<file path="src/rtl/cpu_pkg.sv">
// Shared types and constants for the instruction fetch path.
package cpu_pkg;

    typedef enum logic [1:0] {
        IDLE = 2'd0,
        WAIT = 2'd1,
        DROP = 2'd2
    } fetch_state_t;

    localparam int INSTR_BYTES = 4;
    localparam int XLEN        = 32;

    // Wide enough for any supported ADDR_W; users slice the low bits.
    localparam logic [63:0] ALIGN_MASK = ~64'(INSTR_BYTES - 1);

    typedef struct packed {
        logic [XLEN-1:0] pc;
        logic [XLEN-1:0] instr;
    } fetch_entry_t;

endpackage

</file>
<file path="src/rtl/fetch_fifo.sv">
// Synchronous FIFO with flush for fetched {pc, instr} entries.
module fetch_fifo #(
    parameter int DEPTH = 2,
    parameter int WIDTH = 64,
    localparam int PW = $clog2(DEPTH),
    localparam int CW = PW + 1
) (
    input  logic             clk,
    input  logic             rst,
    input  logic             flush,
    input  logic             push,
    input  logic             pop,
    input  logic [WIDTH-1:0] wdata,
    output logic [WIDTH-1:0] rdata,
    output logic [CW-1:0]    count,
    output logic             empty
);

    logic [WIDTH-1:0] mem_q [DEPTH];
    logic [WIDTH-1:0] mem_d [DEPTH];
    logic [PW-1:0]    wr_ptr_q, wr_ptr_d;
    logic [PW-1:0]    rd_ptr_q, rd_ptr_d;
    logic [CW-1:0]    count_q, count_d;
    logic             full;
    logic             do_push, do_pop;

    assign empty = (count_q == '0);
    assign full  = (count_q == CW'(DEPTH));
    assign count = count_q;
    assign rdata = mem_q[rd_ptr_q];

    always_comb begin
        mem_d    = mem_q;
        wr_ptr_d = wr_ptr_q;
        rd_ptr_d = rd_ptr_q;
        count_d  = count_q;
        do_push  = 1'b0;
        do_pop   = 1'b0;
        if (flush) begin
            wr_ptr_d = '0;
            rd_ptr_d = '0;
            count_d  = '0;
        end else begin
            do_push = push && !full;
            do_pop  = pop && !empty;
            if (do_push) begin
                mem_d[wr_ptr_q] = wdata;
                wr_ptr_d        = wr_ptr_q + PW'(1);
            end
            if (do_pop) begin
                rd_ptr_d = rd_ptr_q + PW'(1);
            end
            case ({do_push, do_pop})
                2'b10:   count_d = count_q + CW'(1);
                2'b01:   count_d = count_q - CW'(1);
                default: count_d = count_q;
            endcase
        end
    end

    always_ff @(posedge clk or posedge rst) begin
        if (rst) begin
            wr_ptr_q <= '0;
            rd_ptr_q <= '0;
            count_q  <= '0;
        end else begin
            wr_ptr_q <= wr_ptr_d;
            rd_ptr_q <= rd_ptr_d;
            count_q  <= count_d;
        end
    end

    always_ff @(posedge clk) begin
        mem_q <= mem_d;
    end

    // The issue rule upstream reserves a slot for every outstanding read.
    a_no_push_when_full: assert property (@(posedge clk) disable iff (rst)
        !(push && !flush && full));

endmodule

</file>
<file path="src/rtl/instr_fetch_stage.sv">
// Fetch stage: drives the PC update, issues single-outstanding instruction reads
// and buffers returned instructions with their PCs for decode.
module instr_fetch_stage
    import cpu_pkg::*;
#(
    parameter int DEPTH  = 2,
    parameter int ADDR_W = 32,
    parameter int DATA_W = 32
) (
    input  logic              CLK,
    input  logic              Reset,
    input  logic [ADDR_W-1:0] PC,
    output logic              PCWre,
    output logic [ADDR_W-1:0] new_addr,
    output logic              imem_req,
    output logic [ADDR_W-1:0] imem_addr,
    input  logic              imem_rvalid,
    input  logic [DATA_W-1:0] imem_rdata,
    input  logic              redirect_valid,
    input  logic [ADDR_W-1:0] redirect_addr,
    output logic              ir_valid,
    input  logic              ir_ready,
    output logic [DATA_W-1:0] ir_instr,
    output logic [ADDR_W-1:0] ir_pc
);

    localparam int CW = $clog2(DEPTH) + 1;
    localparam logic [ADDR_W-1:0] AMASK = ALIGN_MASK[ADDR_W-1:0];

    fetch_state_t             state_q, state_d;
    logic [ADDR_W-1:0]        req_pc_q, req_pc_d;
    logic [CW-1:0]            fifo_count;
    logic [CW:0]              occupancy;
    logic                     fifo_empty, fifo_push, fifo_pop, fifo_flush;
    logic                     rsp_keep, slot_free, issue;
    logic [ADDR_W+DATA_W-1:0] head;

    assign ir_valid = !fifo_empty;
    assign ir_pc    = head[ADDR_W+DATA_W-1:DATA_W];
    assign ir_instr = head[DATA_W-1:0];

    always_comb begin
        state_d    = state_q;
        req_pc_d   = req_pc_q;
        PCWre      = 1'b0;
        new_addr   = PC;
        imem_req   = 1'b0;
        imem_addr  = PC & AMASK;
        fifo_push  = 1'b0;
        fifo_pop   = 1'b0;
        fifo_flush = 1'b0;

        rsp_keep  = (state_q == WAIT) && imem_rvalid && !redirect_valid;
        // Slot check ignores a same-cycle pop so the issue path never depends on ir_ready.
        occupancy = {1'b0, fifo_count} + {{CW{1'b0}}, rsp_keep};
        slot_free = occupancy < (CW+1)'(DEPTH);
        issue     = !Reset && !redirect_valid && slot_free &&
                    ((state_q == IDLE) || ((state_q == WAIT) && imem_rvalid));

        if (!Reset) begin
            if (redirect_valid) begin
                PCWre      = 1'b1;
                new_addr   = redirect_addr & AMASK;
                fifo_flush = 1'b1;
                case (state_q)
                    WAIT, DROP: state_d = imem_rvalid ? IDLE : DROP;
                    default:    state_d = IDLE;
                endcase
            end else begin
                fifo_push = rsp_keep;
                fifo_pop  = !fifo_empty && ir_ready;
                if (issue) begin
                    imem_req = 1'b1;
                    PCWre    = 1'b1;
                    new_addr = PC + ADDR_W'(INSTR_BYTES);
                    req_pc_d = PC;
                    state_d  = WAIT;
                end else begin
                    case (state_q)
                        WAIT:    state_d = imem_rvalid ? IDLE : WAIT;
                        DROP:    state_d = imem_rvalid ? IDLE : DROP;
                        default: state_d = IDLE;
                    endcase
                end
            end
        end
    end

    always_ff @(posedge CLK or posedge Reset) begin
        if (Reset) begin
            state_q  <= IDLE;
            req_pc_q <= '0;
        end else begin
            state_q  <= state_d;
            req_pc_q <= req_pc_d;
        end
    end

    fetch_fifo #(
        .DEPTH(DEPTH),
        .WIDTH(ADDR_W + DATA_W)
    ) u_fifo (
        .clk   (CLK),
        .rst   (Reset),
        .flush (fifo_flush),
        .push  (fifo_push),
        .pop   (fifo_pop),
        .wdata ({req_pc_q, imem_rdata}),
        .rdata (head),
        .count (fifo_count),
        .empty (fifo_empty)
    );

endmodule
</file>
<file path="config.mk">
export PLATFORM = sky130hd
export DESIGN_NAME = instr_fetch_stage
export DESIGN_NICKNAME = d
export VERILOG_FILES = /design/src/rtl/cpu_pkg.sv /design/src/rtl/fetch_fifo.sv /design/src/rtl/instr_fetch_stage.sv
export SDC_FILE = /design/constraint.sdc
export NUM_CORES = 1
export LEC_CHECK = 0
export CORE_MARGIN = 3
export CORE_UTILIZATION = 51
export CTS_CLUSTER_DIAMETER = 30
export DETAILED_ROUTE_END_ITERATION = 6
export PLACE_DENSITY = 0.86
export REMOVE_ABC_BUFFERS = 1
export SLEW_MARGIN = 25
export SYNTH_ARGS = -nofsm -noshare
export SYNTH_HDL_FRONTEND = slang
export SYNTH_HIERARCHICAL = 1
export SYNTH_SLANG_ARGS = --single-unit
</file>
<file path="constraint.sdc">
create_clock -name CLK -period 14.85 [get_ports CLK]
set_input_delay 2.97 -clock CLK [delete_from_list [all_inputs] [get_ports CLK]]
set_output_delay 2.97 -clock CLK [all_outputs]
set_load 0.01 [all_outputs]
</file>
==> flow_metrics.tcl <==
set metrics [dict create \
    pwr-share-clk_pct 33.8 \
    slowest_delay_ns 0.58 \
    async_flop_share_pct 22.9 \
    powerDensity_nw_per_um2 115 \
    synth-edff-count 128 \
    ys.flop_type "edfxtp_1" \
    hpwl_um 12900 \
    postPlaceCellArea_sq_um 9800 \
    synth_cell_types 59 \
    ctsHoldBuffers 0 \
    relSlewSlack_pct 50.3 \
    final_area_sq_um 10300 \
    drtPass1Iterations 5 \
    synthToLayoutAreaGrowth_pct 36.0 \
    layout_common_cells "clkdlybuf4s50_1 (227), edfxtp_1 (128), nand2_1 (105)" \
    path_class "input pin to output pin" \
    cts.path.max_buffers 2 \
    drt_wl_total_um 18900 \
    tightest_slew_ns 0.741 \
    vias 5596 \
    min_period_over_period_pct 65.9 \
    grt_pass1_vias 5806 \
    fmax_mhz 102 \
    synth_top_area_share_pct 50.6 \
    grt_first_pass_wirelength_um 29800 \
    skew_ns 0.00661 \
    drtIter0Drc 405 \
    cts_setup_buffers 0 \
    rows 43 \
    drc 0 \
    netlist_area_sq_um 7600 \
    worstPathRequired_ns 11.88 \
    cts_resized 0 \
    tritoncts "done" \
    grt_antenna_before_repair 0 \
    p_leak_nw 3.78 \
    layout_commonest_cell "clkdlybuf4s50_1" \
    synth_area_leaders "edfxtp_1 (51%), dfrtp_1 (13%), mux2_2 (9.5%)" \
    synth_top_area_cell "edfxtp_1" \
    path_max_fanout 40 \
    cts_sinks 166 \
    fin_crit_ns 9.79 \
    hold_viol 0 \
    h-tree-depth 4 \
    start_util_pct 53.5 \
    die_x_um 128 \
    setup_violations 0 \
    grtUsageTotal_pct 23.3 \
    start_kind "input pin" \
    setup_tns_ns 0 \
    comb_power_share_pct 15.2 \
    path_buf_inv 6 \
    via_per_inst 5.68 \
    ant_nets 0 \
    num-fill-cells 965 \
    ir_worst_vdd_v 0.0000752 \
    path_cells "clkdlybuf4s50_1, buf_4, or3_4, a21o_1, buf_4, inv_1, buf_4, and4_1, a31oi_1, a211oi_1, clkdlybuf4s50_1" \
    clkTransAtPathRegs_ns 0.06 \
    grt_max_degree 51 \
    yosysSeqAreaShare_pct 63.1 \
    rsz0062_at_grt "no" \
    clk_latency_ns 0.41 \
    wl_per_cell_um 19.2 \
    clockRootBuffer "clkbuf_16" \
    numPortBuffers 227 \
    nets 898 \
    cp_slowest_cell "clkdlybuf4s50_1" \
    cp_top_family "buffers and inverters" \
    ios 232 \
    numCtsBuffers 17 \
    synth-seq-cells 166 \
    intPower_mw 0.894 \
    grt_overflow 0 \
    drv_cap 0 \
    holdWs_ns 0.464 \
    slew_viol_final 0 \
    end_kind "output pin" \
    cp_data_arrival_time_ns 6.82 \
    p_switching_mw 0.296 \
    synth_warnings 6 \
    status "finished, final reports clean" \
    drive_gt1_share_pct 14.3 \
    hp-class "register to register" \
    seq_power_share_pct 51.0 \
    cp_common_cell "buf_4" \
    diodes 0 \
    place.gp.congestion 0.863 \
    die-area_sq_um 16400 \
    postSynthAreaPerCell_sq_um 12.8 \
    swShare_pct 24.9 \
    netlist_instances 596 \
    core_area_sq_um 14200 \
    die_h_um 128 \
]
## path summary, 6_finish.rpt
check / from / to / slack (ns) / cells after the start
worst min register to register: req_pc_q[17] / u_fifo/mem_q[113] / 0.46 / 0
worst max-delay path: Reset / new_addr[30] / 5.06 / 11
min in group asynchronous: Reset / u_fifo/count[1] / 3.00 / 3
worst max register to register: state_q[1] / u_fifo/mem_q[15] / 12.03 / 7
max in group asynchronous: Reset / req_pc_q[17] / 11.13 / 4
worst min-delay path: req_pc_q[17] / u_fifo/mem_q[113] / 0.46 / 0
## synth_stat cells, drive strengths merged, types with 2 or more instances
master,number
edfxtp,128
o2bb2a,2
nand3b,2
a21oi,12
o211ai,2
a31oi,3
a21o,3
xor2,2
o22ai,14
or3,5
xnor2,2
o311ai,3
nand3,19
nor2,18
o21ai,6
a211oi,12
clkbuf,19
nand2b,2
o31a,2
o21a,2
buf,43
ha,4
and4,3
a22oi,5
dfrtp,38
mux2,65
nand4,9
clkinv,2
nand2,105
nor3b,4
a311oi,4
o22a,3
and3,9
and2,3
or4,3
inv,13
nor3,11
## cells by family (layout without fill, tap and decap cells)
| kind of cell | after synthesis | in the layout | share of synthesized area (%) |
|---|---|---|---|
| AOI/OAI and AO/OA | 82 | 82 | 7.94 |
| DFF | 166 | 166 | 63.1 |
| muxes | 66 | 66 | 9.81 |
| and+or+nand+nor | 196 | 196 | 11.9 |
| xor gates and xnor gates | 4 | 4 | 0.461 |
| other | 1 | 2 | 0.0493 |
| adders and majority gates | 4 | 4 | 0.659 |
| buffers and inverters | 77 | 285 | 6.06 |
## layer usage
layer / up-vias / routed length, um / GRT usage (%)
li1: 2571 / - / -
met1: 2717 / 7720 / 29.5
met2: 270 / 9410 / 39.2
met3: 38 / 1390 / 5.13
met4: 0 / 376 / 9.36
met5: - / 0 / 0
## area by class of cell
cell class,count,area [sq um],area share (%)
timing repair buffer,239,2360,22.9
sequential,166,4800,46.4
tap,180,225,2.18
clock buffer,18,429,4.15
clock inverter,13,108,1.04
inverter,15,56.3,0.545
multi-input combinational,354,2360,22.8
## state kept, by name, summed over array words and instances (netlist names)
| name | count |
|---|---|
| req_pc_q | 32 |
| u_fifo/count | 2 |
| u_fifo/mem_q | 128 |
| u_fifo/wr_ptr_q | 1 |
| u_fifo/rd_ptr_q | 1 |
| state_q | 2 |
## per-stage QoR
| stage | util [%] | setup WS, ns | power (mW) | cells |
|---|---|---|---|---|
| finish | 72.8 | 5.06 | 1.19 | 985 |
| global route | 72.8 | 4.86 | 1.24 | 985 |
| CTS | 72.8 | 5.12 | 1.20 | 985 |
| detailed placement | 69.0 | 5.16 | 0.797 | 954 |
| global placement | 69.0 | 5.16 | 0.784 | 954 |
| floorplan | - | 4.09 | 0.688 | 535 |
## power by group through the flow
stage | Clock, mW | Combinational, mW | Sequential, mW
3_5_place_dp | 0 | 0.181 | 0.616
5_1_grt | 0.430 | 0.200 | 0.614
4_1_cts | 0.412 | 0.182 | 0.607
2_1_floorplan | 0 | 0.0816 | 0.606
6_report | 0.402 | 0.181 | 0.607
3_3_place_gp | 0 | 0.175 | 0.610
Note: power is estimated with default switching activity, not from simulation.
==> RTL edit 1, RTL diff (same settings) <==
The parameter `ADDR_W` goes from 32 to 48.
--- a/src/rtl/instr_fetch_stage.sv
+++ b/src/rtl/instr_fetch_stage.sv
@@ -5,5 +5,5 @@
 #(
     parameter int DEPTH  = 2,
-    parameter int ADDR_W = 32,
+    parameter int ADDR_W = 48,
     parameter int DATA_W = 32
 ) (
Interface: changed (5 resized); port bits go from 232 to 312. No check against the original RTL was run, so the function may have changed too.
==> RTL edit 1 against the unedited design <==
  * Combinational power is 47% higher
  * Register-to-register slack better by 180 ps
  * Area after synthesis is 35% higher
  * Sequential cell count is 48 higher
  * Setup slack better by 91 ps
  * Worst hold slack worse by 15 ps
  * Global-route usage is 4.7 points higher
  * Routed wire length is 65% higher
  * Design area is 40% higher
  * Synthesized cell count is 41% higher
  * Total power is 63% higher
  * Final cell count is 43% higher
  * Largest cell class unchanged
==> RTL edit 1: results (changes against the unedited design) <==
Post-placement worst setup slack: 5230 ps (was 5160 ps). Clock network contribution to total cell area: 0.0902 (was 0.0519). The peak ir drop on the vdd network was 0.0879 mV (was 0.0752 mV).

The run gives 1,337 (was 954) as the number of placed instances, taps included. The logs give 72 (was 59) for the post-synthesis cell type count and 0.450 (was 0.338) for the portion of total power attributed to the clock network. The total placed instance area is 13,200 µm² (was 9800 µm²), and the number of antenna violations at the first check in global routing is 2 (was 0). The logs give 523 (was 354) for the multi-input combinational cell count and 31,200 µm (was 18,900 µm) for the final routed wirelength across all metal layers.

Clock latency of the later-clocked register in the worst-skew pair: 500 ps (was 410 ps). Top post-synthesis cells by area: sky130_fd_sc_hd__edfxtp_1 (47%), sky130_fd_sc_hd__dfrtp_1 (13%), sky130_fd_sc_hd__mux2_2 (8.8%) (was sky130_fd_sc_hd__edfxtp_1 (51%), sky130_fd_sc_hd__dfrtp_1 (13%), sky130_fd_sc_hd__mux2_2 (9.5%)). The initial detailed-routing violation count came out at 564 (was 405). The via-per-instance ratio came out at 5.80 (was 5.68).

The run finished with clean final reports. The cell-internal power was 1.45 mW (was 894 µW); the count of buffers inserted at the top-level ports was 307 (was 227). The routed length per placed instance works out to 22.2 µm (was 19.2 µm). The data-path buffer share of cell area in the final layout is 0.217 (was 0.229).

Top Registers: u_fifo/mem_q x160, req_pc_q x48 (was u_fifo/mem_q x128, req_pc_q x32). The proportion of layout cells with a drive suffix above 1 works out to 0.157 (was 0.143). The data arrival time of the critical path was 6730 ps (was 6820 ps); the via count of the first global-routing pass was 8,460 (was 5,806).

The run gives 214 (was 166) as the number of flip-flops and latches. The filler cell count in the final layout was 1,309 (was 965). The maximum single-stage delay on the critical path works out to 880 ps (was 580 ps). The number of H-tree branching levels is 2 (was 4). The area of the multi-input gates came out at 3480 µm² (was 2360 µm²). The critical path's slowest cell is sky130_fd_sc_hd__a2111oi_4 (was sky130_fd_sc_hd__clkdlybuf4s50_1). The tools report the antenna cell count as 1 (was 0).

The share of the final layout cell area in sequential cells came out at 0.425 (was 0.464). The number of enable-type register cells in the synthesized netlist is 160 (was 128). The async set-reset flop share out of synthesis was 0.252 (was 0.229). The logs give 0.838 (was 0.863) for the routability congestion estimate from global placement and 19,600 µm² (was 14,200 µm²) for the area of the placeable core.

The run gives 1,248 (was 898) as the final net count. The run gives 37 (was 17) as the number of CTS-inserted buffers. The cell leakage power was 5.37 nW (was 3.78 nW); the maximum fanout along the worst path was 11 (was 40). The tools report the share of synthesized area occupied by flip-flops and latches as 0.600 (was 0.631).
## RTL edit 1: changes by cell type in the layout (fill, tap and decap cells not counted), sizes merged, moves of 16 or more
cell	change
dfrtp	+16
nand2	+47
clkdlybuf4s50	+78
nor2	+21
clkbuf	+24
edfxtp	+32
## RTL edit 1: final timing paths
check                           slack (ps)         start               end
worst max register to register       12210    state_q[1]  u_fifo/mem_q[21]
worst min register to register         450  req_pc_q[14]  u_fifo/mem_q[46]
worst min-delay path                   450  req_pc_q[14]  u_fifo/mem_q[46]
max in group asynchronous            10880         Reset       req_pc_q[6]
worst max-delay path                  5150         PC[5]      new_addr[40]
min in group asynchronous             2790         Reset   u_fifo/rd_ptr_q
## RTL edit 1: worst reg2reg max path, stage by stage (launching register included)
cell and delay (ps):
sky130_fd_sc_hd__dfrtp_1 380, sky130_fd_sc_hd__inv_1 90, sky130_fd_sc_hd__ha_1 220, sky130_fd_sc_hd__nand2_1 100
sky130_fd_sc_hd__nor2_1 350, sky130_fd_sc_hd__nand2_1 170, sky130_fd_sc_hd__nor3b_2 220, sky130_fd_sc_hd__buf_4 710
## RTL edit 1: cell families (layout without fill, tap and decap cells)
family,count (synthesis),after routing,synth area share
compound gates,130,130,0.0944
xor+xnor,2,2,0.00171
fa+ha+maj,4,4,0.00488
buf+inv,104,403,0.0635
flops,214,214,0.600
mux,81,81,0.0888
other cells,1,3,0.000366
simple gates,304,304,0.146
## RTL edit 1: per-layer routing
layer,vias to the layer above,global-route usage,part of all wire
met5,-,0,0.00042
met3,90,0.0809,0.095
met1,3924,0.343,0.38
met4,2,0.110,0.034
met2,476,0.469,0.49
li1,3660,-,-
==> RTL edit 2, RTL diff (same settings) <==
Made on the original files. The 3 states of `fetch_state_t` get a one-hot encoding in 3 bits.
--- a/src/rtl/cpu_pkg.sv
+++ b/src/rtl/cpu_pkg.sv
@@ -2,8 +2,8 @@
 package cpu_pkg;
 
-    typedef enum logic [1:0] {
-        IDLE = 2'd0,
-        WAIT = 2'd1,
-        DROP = 2'd2
+    typedef enum logic [2:0] {
+        IDLE = 3'b001,
+        WAIT = 3'b010,
+        DROP = 3'b100
     } fetch_state_t;
 
Function: same outputs for any inputs over 4 cycles, from zero or initial values and one cycle with Reset high; so few cycles prove little.
==> RTL edit 2 against the unedited design <==
  * Area after synthesis rose by 1.7%
  * Sequential power rose by 0.7%
  * Setup slack got worse by 390 ps
  * Largest power group unchanged
  * Highest routed layer unchanged
  * Total power is 1.7% higher
  * Combinational power shrank 4%
  * Routed wire length is 5.8% higher
  * Critical path depth shrank 1
  * Sequential cell count rose by 1
  * Sequential share of layout area is 0.46 points lower
  * Final cell count increased by 1.4%
  * Global-route usage increased by 0.38 points
  * Design area rose by 1.6%
==> RTL edit 2: results (changes against the unedited design) <==
The run finished with clean final reports. The filler cell count in the final layout was 963 (was 965); the portion of total power attributed to the clock network was 0.352 (was 0.338). The cell leakage power came out at 3.82 nW (was 3.78 nW). The run gives 9920 µm² (was 9800 µm²) as the total placed instance area.

Setup skew after layout: 5.99 ps (was 6.61 ps). The tools report the final net count as 904 (was 898). The count of plain and timing-repair buffers in the layout is 237 (was 239), and the half-perimeter wire length after detailed placement is 13,700 µm (was 12,900 µm). The run gives 10,500 µm² (was 10,300 µm²) as the finished layout cell area. The slew at the pin with the worst max-slew slack is 992 ps (was 741 ps). The startpoint of the most critical register-to-register path is u_fifo/count[0] (was state_q[1]). Maximum single-stage delay on the critical path: 690 ps (was 580 ps). The number of instances in the synthesized netlist is 606 (was 596), and the share of synthesized area occupied by flip-flops and latches is 0.624 (was 0.631). Terminating pin of the worst hold path: u_fifo/mem_q[99] (was u_fifo/mem_q[113]).

Top post-synthesis cells by area: sky130_fd_sc_hd__edfxtp_1 (50%), sky130_fd_sc_hd__dfrtp_1 (12%), sky130_fd_sc_hd__mux2_2 (9.8%) (was sky130_fd_sc_hd__edfxtp_1 (51%), sky130_fd_sc_hd__dfrtp_1 (13%), sky130_fd_sc_hd__mux2_2 (9.5%)). The tools report the total routing usage reported by global routing as 0.237 (was 0.233). The global routing met2 resource utilization is 0.404 (was 0.392).

Post-placement worst setup slack: 4760 ps (was 5160 ps). The run gives 30,600 µm (was 29,800 µm) as the first-pass GRT wire length. The worst hold path startpoint was req_pc_q[3] (was req_pc_q[17]). The maximum fanout along the worst path was 42 (was 40); the async set-reset flop share out of synthesis was 0.234 (was 0.229).

The proportion of layout cells with a drive suffix above 1 was 0.151 (was 0.143); the peak ir drop on the vdd network was 0.0870 mV (was 0.0752 mV). For the cell-internal power, the log shows 905 µW (was 894 µW). The via-per-instance ratio came out at 5.86 (was 5.68). The routed length per placed instance is 20.0 µm (was 19.2 µm), and the worst reg-to-reg setup slack is 11,600 ps (was 12,030 ps).
## RTL edit 2: changes by cell type after synthesis, moves of 4 or more
cell,before,now
sky130_fd_sc_hd__nor2b_1,1,6
sky130_fd_sc_hd__o21ai_0,6,19
sky130_fd_sc_hd__nor4_1,0,5
sky130_fd_sc_hd__nand3_1,19,11
sky130_fd_sc_hd__a311oi_1,4,8
sky130_fd_sc_hd__a211oi_1,11,3
sky130_fd_sc_hd__a22oi_1,5,10
## RTL edit 2: cells by family (layout without fill, tap and decap cells)
family          after synthesis  in the layout  share of synthesized area
mux                          69             69                      0.100
other cells                   1              2                   0.000485
compound gates               86             86                     0.0766
fa+ha+maj                     1              1                    0.00162
xor+xnor                      4              4                    0.00454
buf+inv                      74            282                     0.0599
flops                       167            167                      0.624
simple gates                204            204                      0.133
